## config.mk

```make
export PLATFORM = sky130hd
export DESIGN_NAME = if_id_fetch_stage
export DESIGN_NICKNAME = d
export VERILOG_FILES = /design/src/rtl/if_id_fetch_stage.sv
export SDC_FILE = /design/constraint.sdc
export NUM_CORES = 1
export LEC_CHECK = 0
export ABC_CLOCK_PERIOD_IN_PS = 10370
export CORE_ASPECT_RATIO = 1.2
export CORE_MARGIN = 2
export CORE_UTILIZATION = 30
export DETAILED_ROUTE_END_ITERATION = 7
export PLACE_DENSITY_LB_ADDON = 0.15
export SLEW_MARGIN = 10
export SYNTH_ARGS = -nofsm -noshare
export SYNTH_HDL_FRONTEND = slang
export SYNTH_SLANG_ARGS = --single-unit
```

## constraint.sdc

```tcl
create_clock -name clk -period 10.37 [get_ports clk]
set_input_delay 2.074 -clock clk [delete_from_list [all_inputs] [get_ports clk]]
set_output_delay 2.074 -clock clk [all_outputs]
set_load 0.05 [all_outputs]
```

## src/rtl/if_id_fetch_stage.sv

```systemverilog
// Instruction-fetch stage with IF/ID pipeline register for the 5-stage RV32I core.
// Priority per edge is flush > stall > advance; stall/flush event counters saturate.
module if_id_fetch_stage #(
    parameter int               XLEN     = 32,
    parameter logic [XLEN-1:0]  RESET_PC = '0,
    parameter logic [31:0]      NOP_INST = 32'h0000_0013,
    parameter int               CNT_W    = 16
) (
    input  logic             clk,
    input  logic             rst,
    input  logic             stall,
    input  logic             flush,
    input  logic [XLEN-1:0]  branch_target,
    input  logic [31:0]      imem_inst,
    output logic [XLEN-1:0]  imem_addr,
    output logic [XLEN-1:0]  if_id_pc,
    output logic [31:0]      if_id_inst,
    output logic             if_id_valid,
    output logic [4:0]       if_id_rs1,
    output logic [4:0]       if_id_rs2,
    output logic [CNT_W-1:0] stall_count,
    output logic [CNT_W-1:0] flush_count
);

    localparam logic [CNT_W-1:0] CNT_MAX = '1;

    logic [XLEN-1:0]  pc_q, pc_d;
    logic [XLEN-1:0]  if_id_pc_q, if_id_pc_d;
    logic [31:0]      if_id_inst_q, if_id_inst_d;
    logic             if_id_valid_q, if_id_valid_d;
    logic [CNT_W-1:0] stall_cnt_q, stall_cnt_d;
    logic [CNT_W-1:0] flush_cnt_q, flush_cnt_d;

    always_comb begin
        // NOTE: every signal gets a default first so no path leaves it unassigned (no latch).
        pc_d          = pc_q;
        if_id_pc_d    = if_id_pc_q;
        if_id_inst_d  = if_id_inst_q;
        if_id_valid_d = if_id_valid_q;
        stall_cnt_d   = stall_cnt_q;
        flush_cnt_d   = flush_cnt_q;

        if (flush) begin
            pc_d          = {branch_target[XLEN-1:2], 2'b00};
            if_id_pc_d    = '0;
            if_id_inst_d  = NOP_INST;
            if_id_valid_d = 1'b0;
            if (flush_cnt_q != CNT_MAX)
                flush_cnt_d = flush_cnt_q + CNT_W'(1);
        end else if (stall) begin
            if (stall_cnt_q != CNT_MAX)
                stall_cnt_d = stall_cnt_q + CNT_W'(1);
        end else begin
            pc_d          = pc_q + XLEN'(4);
            if_id_pc_d    = pc_q;
            if_id_inst_d  = imem_inst;
            if_id_valid_d = 1'b1;
        end
    end

    // NOTE: state updates use non-blocking assignments so all registers sample the same pre-edge values.
    always_ff @(posedge clk or posedge rst) begin
        if (rst) begin
            pc_q          <= RESET_PC;
            if_id_pc_q    <= '0;
            if_id_inst_q  <= NOP_INST;
            if_id_valid_q <= 1'b0;
            stall_cnt_q   <= '0;
            flush_cnt_q   <= '0;
        end else begin
            pc_q          <= pc_d;
            if_id_pc_q    <= if_id_pc_d;
            if_id_inst_q  <= if_id_inst_d;
            if_id_valid_q <= if_id_valid_d;
            stall_cnt_q   <= stall_cnt_d;
            flush_cnt_q   <= flush_cnt_d;
        end
    end

    assign imem_addr   = pc_q;
    assign if_id_pc    = if_id_pc_q;
    assign if_id_inst  = if_id_inst_q;
    assign if_id_valid = if_id_valid_q;
    // Bubbles report x0 sources so they can never match a load's Rd in the hazard detector.
    assign if_id_rs1   = if_id_valid_q ? if_id_inst_q[19:15] : 5'd0;
    assign if_id_rs2   = if_id_valid_q ? if_id_inst_q[24:20] : 5'd0;
    assign stall_count = stall_cnt_q;
    assign flush_count = flush_cnt_q;

endmodule

```

# ---- Word-level counts from Yosys, hierarchy flattened
# Index checks and enable logic that the tools add are counted.
# W data, S select, Z words.
dict set report op_classes {
  addsub 3
  eq_ne 3
  n_mux 10
  n_bitwise 1
  reduce_logical 2
}
# cell count
set op_table {}
lappend op_table {{$mux W32} 6}
lappend op_table {{$add A16 B1 Y16 const B} 2}
lappend op_table {{$add A32 B3 Y32 const B} 1}
lappend op_table {{$ne A16 B16 Y1 const B} 2}
lappend op_table {{$mux W5} 2}
lappend op_table {{$reduce_and A3 Y1} 1}
lappend op_table {{$mux W1} 2}
lappend op_table {{$ne A2 B1 Y1 const B} 1}
lappend op_table {{$reduce_and A2 Y1} 1}
lappend op_table {{$not A1 Y1} 1}
dict set report totals {
  register_bits 129
  input_bits 68
  output_inout_bits 139
  wordCells 25
}

# ---- Longest topological paths before layout
dict set report depth {
  depth_word 3
  ltp_mapped 6
  ltp_nobuf 5
}

# ---- Worst setup path after synthesis
# Ideal clock, no wire load.
dict set report synth_timing {
  path_kind {input to register}
  startpoint {input port stall}
  endpoint {register pc_q[28] (netlist: imem_addr[28])}
  setup_ns 0.087
  arrival_time_ns 3.330
  required_ns 10.283
  slack_ns 6.953
  cell_stages 6
  path_buffers 2
  cell_sequence {buf_2 and3b_1 buf_2 nand4_2 or4_1 o211ai_1}
}
dict set report synth_between {
  elab_chain_cells 1
}
# item line_no
set synth_lines {}
lappend synth_lines {{start, declared} 11} ;# input logic stall,
lappend synth_lines {{$ne A2 B1 Y1 (no source line)} n/a}
lappend synth_lines {{end signal, assigned} 71} ;# pc_q <= pc_d;
lappend synth_lines {{end, declared} 27} ;# logic [XLEN-1:0] pc_q, pc_d;
# No other way between the ends.
# A chain may end at the register's enable or synchronous reset.

# ---- Final worst setup path
dict set report layout_timing {
  startpoint {register if_id_valid_q (netlist: if_id_valid)}
  endpoint {output port if_id_rs2[0]}
}
dict set report layout_between {
  elab_chain_cells 1
}
# item line_no
set layout_lines {}
lappend layout_lines {{start, declared} 30} ;# logic if_id_valid_q, if_id_valid_d;
lappend layout_lines {{start signal, assigned} 74} ;# if_id_valid_q <= if_id_valid_d;
lappend layout_lines {{$mux W5} 86} ;# assign if_id_rs2 = if_id_valid_q ? if_id_inst_q[24:20] : 5'd0;
lappend layout_lines {{end, declared} 20} ;# output logic [4:0] if_id_rs2,
# No other way between the ends.

==> run summary <==
Outcome: finished clean
Die H: 159.4 um
Final setup fails: 0
Comb pwr share: 0.276
Max rail drop VDD: 0.1664 mV
Slew headroom: 0.4481
Dpl cell area: 8239 um^2
WL/cell: 16.54 um
Area delta synth->final: 45.38%
Post-CTS Setup Inserts: 0
Worst-case clock buffer depth: 2
Antenna-violating nets left: 0
Synthesis Warnings: 0
Synth unique cells: 48
Synthesized instance count: 573
Synth Flop Type: dfrtp_1
Max Clk Rate: 251.9 MHz
Seq pwr share: 0.382
PostCTS Resize Cnt: 0
Maxcap violations: 0
Latest clock arrival within the worst-skew pair: 0.41 ns
Max incr delay on CP: 0.79 ns
Crit path max-delay cell type: clkdlybuf4s50_1
Syn_area_per_cell: 10.53 um^2
Synth Cell Area: 6036 um^2
Top cells by area, synth: dfrtp_1, mux2i_1, nor2_1, xnor2_1, nand2_1
Clock period minus worst slack: 3.970 ns
Starting density of the core: 0.3077
Core area: 19620 um^2
Clock-pin transition on the worst setup and hold timing paths: 0.06 ns
HP Class: reg2reg
EDFF count, synth: 0
Routability cong.: 0.7554
Io pins: 207
Total Wirelength: 17.15 mm
CP cell instances: and2_1 > clkdlybuf4s50_1
Synth async-reset ratio: 1.000
Final Cycle Share: 0.3829
Initial drt markers: 209
Crit path kind: reg2out
Final hold slack: 0.5063 ns
Worst setup EP type: output pin
Largest net degree at the start of global routing: 76
Final Slew Violations: 0
Req. time, crit path: 8.30 ns
Startpoint Class: flip-flop
Switching power share of the total: 0.3557
CP top delay family: buffers and inverters
Num rows: 56
GRT overflow: 0
Post-synth top area share: 0.5100
Initial antenna violation count: 0
Tot GR Track Use: 0.1646
Layout Skew: 0.007030 ns
Buffers on Ports: 202
Fin. Hold Viols: 0
Yosys top cell by area: dfrtp_1
Via density: 4.924
Setup tns final: 0 ns
LEAKAGE: 3.710 nW
ANT cells: 0
Number of synthesized register bits: 126
H-tree depth: 4
Fillers: 1895
Unrepaired setup endpoints after global routing: no
Dominant cell by count in the synthesized netlist: dfrtp_1
Seq/Total Area, Yosys: 0.5230
DRC Markers: 0
Cell Int Power: 0.001030 W
Top post-synthesis cells by count: dfrtp_1, nor2_1, mux2i_1
CP bufs+invs: 1
Critical Path AT: 1.90 ns
Pwr dens: 182.2 nW/um^2
Slew at the pin closest to its max-slew limit: 0.8279 ns
Die ar.: 21270 um^2
Vias in the first global route: 5252
First-pass GRT wire length: 27.92 mm
Die X: 133.5 um
Hold_buf cts: 0
Hpwl dp: 11.78 mm
Design Area, Final: 8775 um^2
Nets: 834
CP max FO: 12
Root Buffer: clkbuf_16
Switching power: 0.0005686 W
Layout cells sized above 1: 0.05799
Drt first pass iters: 4
# clock sinks: 126
CTS buffer count: 17
Clock network power share: 0.342
TritonCTS clock tree: built
Via count: 5106
==> per-stage QoR <==
step / power [W] / cells / util / setup WS [ns]
after floorplan: 0.0008902 / 574 / - / 4.945
after global placement: 0.001056 / 1005 / 0.4200 / 6.000
after detailed placement: 0.001063 / 1005 / 0.4200 / 6.004
after CTS: 0.001623 / 1037 / 0.4473 / 6.368
after global routing: 0.001679 / 1037 / 0.4473 / 6.290
final: 0.001598 / 1037 / 0.4473 / 6.400
==> cell families (layout without fill, tap and decap cells) <==
kind of cell / Yosys count / count (layout) / synth area share
buffers and inverters: 41 / 243 / 0.03213
DFF: 126 / 126 / 0.5230
muxes: 66 / 66 / 0.1103
other: 1 / 2 / 0.0006213
adders and majority gates: 3 / 3 / 0.006220
AOI/OAI and AO/OA: 64 / 64 / 0.06737
xor gates and xnor gates: 37 / 37 / 0.05369
and+or+nand+nor: 235 / 235 / 0.2067
==> metal layers <==
metal | track usage | vias to the layer above | share of wire
li1 | - | 2425 | -
met3 | 0.05285 | 15 | 0.061
met2 | 0.2730 | 172 | 0.48
met5 | 0 | - | 0
met4 | 0.04497 | 0 | 0.010
met1 | 0.2062 | 2494 | 0.45
==> path summary, 6_finish.rpt <==
path / from / end / slack, ns / depth (start not counted)
min in group asynchronous: rst / if_id_inst[30]$_DFFE_PP0N_ / 2.12 / 2
worst max-delay path: if_id_valid$_DFFE_PP0N_ / if_id_rs2[0] / 6.40 / 2
worst min register to register: flush_count[15]$_DFFE_PP0P_ / flush_count[15]$_DFFE_PP0P_ / 0.51 / 1
worst max register to register: imem_addr[3]$_DFFE_PP0N_ / imem_addr[29]$_DFFE_PP0N_ / 8.27 / 4
worst min-delay path: flush_count[15]$_DFFE_PP0P_ / flush_count[15]$_DFFE_PP0P_ / 0.51 / 1
max in group asynchronous: rst / if_id_inst[5]$_DFFE_PP0N_ / 6.93 / 3
==> sequential cells by signal, summed over array words and instances (netlist names) <==
| signal | count |
|---|---|
| flush_count | 16 |
| if_id_inst | 32 |
| if_id_pc | 31 |
| if_id_valid | 1 |
| imem_addr | 30 |
| stall_count | 16 |
==> placed cells by master, fill, tap and decap left out, types with 12 or more instances in the layout <==
master,instances
and2_1,12
clkbuf_16,17
clkdlybuf4s50_1,200
dfrtp_1,123
mux2i_1,62
nand2_1,42
nand3_1,28
nand4_1,15
nor2_1,72
o21ai_1,18
or4_1,14
xnor2_1,24
xor2_1,13
==> power by group through the flow <==
stage	combinational (W)	clock, W	sequential [W]
detailed placement	0.000445	0	0.000618
global placement	0.000441	0	0.000615
finish	0.000441	0.000547	0.000610
CTS	0.000447	0.000566	0.000611
floorplan	0.000110	0	0.000780
global route	0.000467	0.000591	0.000621
==> area by class of cell <==
class                      instances  area, um^2  area share
sequential                       126        3157      0.3598
tap                              261       326.6     0.03722
clock inverter                    12       98.84     0.01126
timing repair buffer             205        2039      0.2324
clock buffer                      20       436.7     0.04976
inverter                           6       27.53    0.003137
multi-input combinational        407        2689      0.3064
Note: power is estimated with default switching activity, not from simulation.
